--- config.mk ---
export PLATFORM = sky130hd
export DESIGN_NAME = change_dispenser
export DESIGN_NICKNAME = d
export VERILOG_FILES = /design/src/rtl/change_dispenser.sv
export SDC_FILE = /design/constraint.sdc
export NUM_CORES = 1
export LEC_CHECK = 0
export CORE_MARGIN = 2
export CORE_UTILIZATION = 41
export DETAILED_ROUTE_END_ITERATION = 6
export PLACE_DENSITY = 0.62
export SETUP_SLACK_MARGIN = 0.5
export SLEW_MARGIN = 5
export SYNTH_ARGS = -nofsm -noshare
export SYNTH_HDL_FRONTEND = slang
export SYNTH_SLANG_ARGS = --single-unit
--- constraint.sdc ---
create_clock -name clk -period 11.5 [get_ports clk]
set_clock_uncertainty 0.15 [all_clocks]
set_input_delay 1.725 -clock clk [delete_from_list [all_inputs] [get_ports clk]]
set_output_delay 1.725 -clock clk [all_outputs]
set_load 0.005 [all_outputs]
--- src/rtl/change_dispenser.sv ---
// Greedy change dispenser: pays out a latched amount one coin per cycle, largest denomination first.
// Optional CHANGE_STATS_EN adds saturating coins-paid and short-payout counters.
module change_dispenser #(
    parameter logic [31:0] COIN0_VAL = 32'd100,
    parameter logic [31:0] COIN1_VAL = 32'd500,
    parameter logic [31:0] COIN2_VAL = 32'd1000,
    parameter int          CNT_W     = 8,
    parameter int unsigned INIT_CNT  = 4
) (
    input  logic                 clk,
    input  logic                 reset_n,
    input  logic                 i_return_req,
    input  logic [31:0]          i_return_total,
    input  logic                 i_refill,
    input  logic [2:0]           i_refill_coin,
    output logic [2:0]           o_return_coin,
    output logic                 o_busy,
    output logic                 o_done,
    output logic [31:0]          o_remainder,
    output logic [3*CNT_W-1:0]   o_inv_cnt
`ifdef CHANGE_STATS_EN
    ,
    output logic [15:0]          o_coins_paid,
    output logic [7:0]           o_short_cnt
`endif
);

    typedef enum logic [1:0] {
        IDLE     = 2'd0,
        DISPENSE = 2'd1,
        DONE     = 2'd2
    } state_t;

    localparam logic [CNT_W-1:0] INIT_C  = CNT_W'(INIT_CNT);
    localparam logic [CNT_W-1:0] ONE_CNT = CNT_W'(1);

    state_t             state_r, state_s;
    logic [31:0]        remaining_r, remaining_s;
    logic [CNT_W-1:0]   inv_r [3];
    logic [CNT_W-1:0]   inv_s [3];
    logic [2:0]         fit_s;
    logic [2:0]         pick_s;
    logic [2:0]         coin_s;
    logic [31:0]        remainder_s;
    logic               busy_s;
    logic               done_s;

    // Highest-value fitting coin wins; result is one-hot or zero.
    function automatic logic [2:0] pick_coin(input logic [2:0] fit);
        logic [2:0] sel;
        if (fit[2]) begin
            sel = 3'b100;
        end else if (fit[1]) begin
            sel = 3'b010;
        end else if (fit[0]) begin
            sel = 3'b001;
        end else begin
            sel = 3'b000;
        end
        return sel;
    endfunction

    function automatic logic [31:0] coin_value(input logic [2:0] onehot);
        logic [31:0] val;
        case (onehot)
            3'b001:  val = COIN0_VAL;
            3'b010:  val = COIN1_VAL;
            3'b100:  val = COIN2_VAL;
            default: val = 32'd0;
        endcase
        return val;
    endfunction

    // Next-state, payout selection and inventory update.
    always_comb begin
        state_s     = state_r;
        remaining_s = remaining_r;
        inv_s       = inv_r;
        coin_s      = 3'b000;
        remainder_s = o_remainder;
        fit_s[0]    = (remaining_r >= COIN0_VAL) && (inv_r[0] != '0);
        fit_s[1]    = (remaining_r >= COIN1_VAL) && (inv_r[1] != '0);
        fit_s[2]    = (remaining_r >= COIN2_VAL) && (inv_r[2] != '0);
        pick_s      = pick_coin(fit_s);
        case (state_r)
            IDLE: begin
                // Refill lands before a same-cycle request, so the payout sees the full stock.
                for (int i = 0; i < 3; i++) begin
                    if (i_refill && i_refill_coin[i]) begin
                        inv_s[i] = INIT_C;
                    end else begin
                        inv_s[i] = inv_r[i];
                    end
                end
                if (i_return_req) begin
                    remaining_s = i_return_total;
                    remainder_s = 32'd0;
                    state_s     = DISPENSE;
                end else begin
                    state_s     = IDLE;
                end
            end
            DISPENSE: begin
                if (pick_s != 3'b000) begin
                    coin_s      = pick_s;
                    remaining_s = remaining_r - coin_value(pick_s);
                    for (int i = 0; i < 3; i++) begin
                        if (pick_s[i]) begin
                            inv_s[i] = inv_r[i] - ONE_CNT;
                        end else begin
                            inv_s[i] = inv_r[i];
                        end
                    end
                end else begin
                    remainder_s = remaining_r;
                    state_s     = DONE;
                end
            end
            DONE: begin
                state_s = IDLE;
            end
            default: begin
                state_s = IDLE;
            end
        endcase
        busy_s = (state_s != IDLE);
        done_s = (state_s == DONE);
    end

    // State, inventory and registered outputs.
    always_ff @(posedge clk) begin
        if (!reset_n) begin
            state_r       <= IDLE;
            remaining_r   <= 32'd0;
            inv_r[0]      <= INIT_C;
            inv_r[1]      <= INIT_C;
            inv_r[2]      <= INIT_C;
            o_return_coin <= 3'b000;
            o_busy        <= 1'b0;
            o_done        <= 1'b0;
            o_remainder   <= 32'd0;
        end else begin
            state_r       <= state_s;
            remaining_r   <= remaining_s;
            inv_r         <= inv_s;
            o_return_coin <= coin_s;
            o_busy        <= busy_s;
            o_done        <= done_s;
            o_remainder   <= remainder_s;
        end
    end

    assign o_inv_cnt = {inv_r[2], inv_r[1], inv_r[0]};

`ifdef CHANGE_STATS_EN
    // Saturating payout statistics, stepped on the same edge as the event.
    always_ff @(posedge clk) begin
        if (!reset_n) begin
            o_coins_paid <= 16'd0;
            o_short_cnt  <= 8'd0;
        end else begin
            if ((coin_s != 3'b000) && (o_coins_paid != 16'hFFFF)) begin
                o_coins_paid <= o_coins_paid + 16'd1;
            end else begin
                o_coins_paid <= o_coins_paid;
            end
            if ((state_r == DISPENSE) && (state_s == DONE) &&
                (remaining_r != 32'd0) && (o_short_cnt != 8'hFF)) begin
                o_short_cnt <= o_short_cnt + 8'd1;
            end else begin
                o_short_cnt <= o_short_cnt;
            end
        end
    end
`endif

endmodule

==> flow_results.xml <==
<?xml version="1.0" encoding="UTF-8"?>
<metrics>
  <group name="setup_path">
    <metric name="max_stage_delay" unit="ns">0.54</metric>
    <metric name="worst-path-buf-inv" unit="">1</metric>
    <metric name="cp-endpoint" unit="">remaining_r[31]</metric>
    <metric name="reg2reg_to" unit="">remaining_r[31]</metric>
    <metric name="crit_start" unit="">remaining_r[16]</metric>
    <metric name="crit_arrival" unit="ns">4.55</metric>
    <metric name="crit_family" unit="">simple AND/OR/NAND/NOR gates</metric>
    <metric name="end_kind" unit="">flip-flop</metric>
    <metric name="worst_path_most_repeated_cell" unit="">sky130_fd_sc_hd__or3_1</metric>
    <metric name="crit_path_top_delay_cell" unit="">sky130_fd_sc_hd__nor4_4</metric>
    <metric name="worst_setup_path_start_kind" unit="">flip-flop</metric>
    <metric name="timing.rr.start" unit="">remaining_r[16]</metric>
    <metric name="crit_fanout" unit="">9</metric>
    <metric name="crit_chain" unit="">or3_1, nor4_4, a41o_2, inv_2, nor2_1, ha_1, nor2b_1, o21ai_0, nor3b_1, a211oi_1, o22ai_1, o2111ai_1, or3_1, o311a_1</metric>
    <metric name="path_type_of_the_worst_setup_path" unit="">flip-flop to flip-flop</metric>
    <metric name="worst_r2r_path_depth" unit="">14</metric>
    <metric name="r2r_slack" unit="ns">7.04</metric>
    <metric name="worst-path-stages" unit="">14</metric>
    <metric name="worst_ep_required_time" unit="ns">11.59</metric>
  </group>
  <group name="timing">
    <metric name="worstMarginPinSlew" unit="ns">0.844</metric>
    <metric name="report.final.slew_viol_count" unit="">0</metric>
    <metric name="worst_setup_slack_after_layout" unit="ns">7.04</metric>
    <metric name="fin_setup_tns" unit="ns">0</metric>
    <metric name="clock.fmax" unit="MHz">224</metric>
    <metric name="finalCritPeriodShare" unit="%">38.8</metric>
    <metric name="total_count_of_hold_check_failures_in_the_final_report" unit="">0</metric>
    <metric name="rsz_0062_raised_after_global_routing" unit="">false</metric>
    <metric name="setup_viol_count_final" unit="">0</metric>
    <metric name="timing.final.crit_period" unit="ns">4.46</metric>
    <metric name="timing.max_slew.rel_slack" unit="%">43.2</metric>
  </group>
  <group name="synthesis">
    <metric name="synth_cell_type_count" unit="">59</metric>
    <metric name="share_of_flip_flops_with_an_asynchronous_set_or_reset" unit="%">0</metric>
    <metric name="syn_nets" unit="">677</metric>
    <metric name="synthFlopType" unit="">sky130_fd_sc_hd__dfxtp_1</metric>
    <metric name="synth-seq-cells" unit="">95</metric>
    <metric name="number_of_cells_produced_by_synthesis" unit="">625</metric>
    <metric name="post_synth.cell_area_avg" unit="um^2">7.90</metric>
    <metric name="synthesis.area" unit="um^2">4930</metric>
    <metric name="yosysSeqAreaShare" unit="%">38.5</metric>
    <metric name="yosysWarnings" unit="">0</metric>
    <metric name="synth_top_area_cell" unit="">sky130_fd_sc_hd__dfxtp_1</metric>
    <metric name="synth-edff-count" unit="">0</metric>
    <metric name="synth.most_common_cell" unit="">sky130_fd_sc_hd__dfxtp_1</metric>
    <metric name="synth_largest_type_area_fraction" unit="%">38.5</metric>
    <metric name="cells_taking_the_most_area_after_synthesis" unit="">sky130_fd_sc_hd__dfxtp_1 39%, sky130_fd_sc_hd__a21oi_1 5.9%, sky130_fd_sc_hd__nand2_1 5.6%</metric>
    <metric name="synth.cells.most_frequent" unit="">95 x sky130_fd_sc_hd__dfxtp_1, 74 x sky130_fd_sc_hd__nand2_1, 68 x sky130_fd_sc_hd__nor2_1, 58 x sky130_fd_sc_hd__a21oi_1, 54 x sky130_fd_sc_hd__nand3_1</metric>
  </group>
  <group name="cells_and_area">
    <metric name="seq_area" unit="um^2">1900</metric>
    <metric name="layout.cell_area.non_filler" unit="um^2">6360</metric>
    <metric name="fin_nets" unit="">753</metric>
    <metric name="flow.area_growth_from_synthesis" unit="%">28.9</metric>
    <metric name="post_route_cells_drive_above_1_share" unit="%">5.95</metric>
    <metric name="multi_input_combinational_cell_area" unit="um^2">2830</metric>
    <metric name="fillers" unit="">1119</metric>
    <metric name="antenna_cells" unit="">0</metric>
  </group>
  <group name="clocking">
    <metric name="cts_made_buffers" unit="">9</metric>
    <metric name="htree_num_levels" unit="">3</metric>
    <metric name="cts.repair_timing.setup_buffer_count" unit="">0</metric>
    <metric name="clkTransAtPathRegs" unit="ns">0.07</metric>
    <metric name="cts_num_sinks" unit="">95</metric>
    <metric name="cts.path.max_buffers" unit="">2</metric>
    <metric name="cts_resized" unit="">0</metric>
    <metric name="insertion_delay" unit="ns">0.35</metric>
    <metric name="cts_tree" unit="">built</metric>
    <metric name="cts_hold_repair_buffers" unit="">0</metric>
    <metric name="cts-root-buf" unit="">sky130_fd_sc_hd__clkbuf_16</metric>
  </group>
  <group name="grt">
    <metric name="grt_max_degree" unit="">63</metric>
    <metric name="first_global_vias" unit="">4708</metric>
    <metric name="grt_antenna_before_repair" unit="">0</metric>
    <metric name="wire_length_of_the_first_global_routing_pass" unit="um">23400</metric>
    <metric name="gr-usage-all-layers" unit="%">22.5</metric>
    <metric name="grt_remaining_overflow" unit="">0</metric>
  </group>
  <group name="pwr">
    <metric name="leakagePower" unit="nW">2.27</metric>
    <metric name="power.density" unit="nW/um^2">143</metric>
    <metric name="post-layout-total-power" unit="mW">0.907</metric>
    <metric name="vdd.ir_drop.worst" unit="mV">0.0681</metric>
  </group>
  <group name="die">
    <metric name="num_rows" unit="">40</metric>
    <metric name="die-width" unit="um">114</metric>
    <metric name="floorplan.core_area" unit="um^2">11900</metric>
    <metric name="die-area" unit="um^2">12900</metric>
    <metric name="floorplan.die.height" unit="um">114</metric>
    <metric name="start_util" unit="%">41.6</metric>
    <metric name="pin_count" unit="">100</metric>
  </group>
  <group name="detailed_routing">
    <metric name="drt_first_pass_iters" unit="">4</metric>
    <metric name="routed-via-count" unit="">4857</metric>
    <metric name="drc" unit="">0</metric>
    <metric name="detail_route.iter0.violations" unit="">242</metric>
    <metric name="routed_wire_length_per_instance" unit="um">16.8</metric>
    <metric name="postRouteAntennaNets" unit="">0</metric>
    <metric name="drt_wl_total" unit="um">14300</metric>
    <metric name="avgViaCountPerCell" unit="">5.69</metric>
  </group>
  <group name="place">
    <metric name="pre_cts_ws" unit="ns">7.06</metric>
    <metric name="io_buffers" unit="">99</metric>
    <metric name="placed_area" unit="um^2">6020</metric>
    <metric name="gpl.final_weighted_congestion" unit="">0.886</metric>
    <metric name="dpl.hpwl" unit="um">9900</metric>
  </group>
  <group name="min_path">
    <metric name="worstHoldPathType" unit="">flip-flop to flip-flop</metric>
  </group>
  <group name="job">
    <metric name="maxcap_violations" unit="">0</metric>
  </group>
  <group name="outcome">
    <metric name="run_status" unit="">finished, final reports clean</metric>
  </group>
</metrics>
[worst min-delay path by stage]
stage,start,to,slack [ns],cells past startpoint
3_5_place_dp,o_remainder[26],o_remainder[26],0.29,2
4_1_cts,o_remainder[17],o_remainder[17],0.30,2
6_report,o_remainder[16],o_remainder[16],0.30,2
2_1_floorplan,remaining_r[0],remaining_r[0],0.29,2
5_1_grt,o_remainder[24],o_remainder[24],0.32,2
3_3_place_gp,o_remainder[15],o_remainder[15],0.29,2
[per-stage QoR]
| step | util (%) | hold slack (ns) | std cells |
|---|---|---|---|
| finish | 53.6 | 0.301 | 853 |
| global route | 53.6 | 0.323 | 853 |
| CTS | 53.6 | 0.304 | 853 |
| detailed placement | 50.7 | 0.294 | 837 |
| global placement | 50.7 | 0.290 | 837 |
| floorplan | - | 0.287 | 625 |
[per-layer routing]
metal  up-vias  track usage, %  part of all wire (%)
li1       2419               -                     -
met1      2273            30.6                    46
met2       145            35.7                    46
met3        20            3.77                   5.7
met4         0            9.11                   2.1
met5         -               0                     0
[placed cells by master (no fill, tap or decap), types with 12 or more instances in the layout]
cell                              netlist  final
sky130_fd_sc_hd__inv_1                 12     12
sky130_fd_sc_hd__nand3_1               54     54
sky130_fd_sc_hd__xor2_1                16     16
sky130_fd_sc_hd__nand2_1               74     74
sky130_fd_sc_hd__or3_1                 13     13
sky130_fd_sc_hd__a21oi_1               58     58
sky130_fd_sc_hd__dfxtp_1               95     95
sky130_fd_sc_hd__o21ai_0               16     16
sky130_fd_sc_hd__ha_1                  12     12
sky130_fd_sc_hd__nor3_1                12     12
sky130_fd_sc_hd__nor2_1                68     67
sky130_fd_sc_hd__clkdlybuf4s50_1        0     99
[logic make-up after synthesis]
| kind of cell | synth area share, % |
|---|---|
| AND/OR/NAND/NOR | 27.7 |
| AO/OA/AOI/OAI | 20.9 |
| flip-flops | 38.5 |
| buffers and inverters | 4.46 |
| XOR/XNOR | 4.26 |
| adder cells (fa/ha/maj) | 3.45 |
| multiplexers | 0.609 |
[worst min-delay path, stage by stage (launching register included)]
cell	delay, ns
sky130_fd_sc_hd__dfxtp_1	0.31
sky130_fd_sc_hd__nand2_1	0.05
sky130_fd_sc_hd__a21oi_1	0.05
[registers in the layout, indices dropped and copies added, names as in the netlist]
register       cells
o_busy             1
o_inv_cnt         24
o_remainder       32
remaining_r       32
o_done             1
o_return_coin      3
state_r            2
[power breakdown]
group	total (mW)	internal, mW	switching [mW]
logic	0.192	0.0839	0.108
registers	0.376	0.349	0.0273
clock network	0.339	0.209	0.131
total	0.907	0.641	0.266
[cell type report]
cell class / instances / area share, %
Multi-Input combinational cell: 474 / 44.5
Sequential cell: 95 / 29.9
Timing Repair Buffer: 107 / 16.5
Clock buffer: 12 / 4.19
Tap cell: 147 / 2.89
Clock inverter: 4 / 1.20
Inverter: 14 / 0.826
Note: power is estimated with default switching activity, not from simulation.
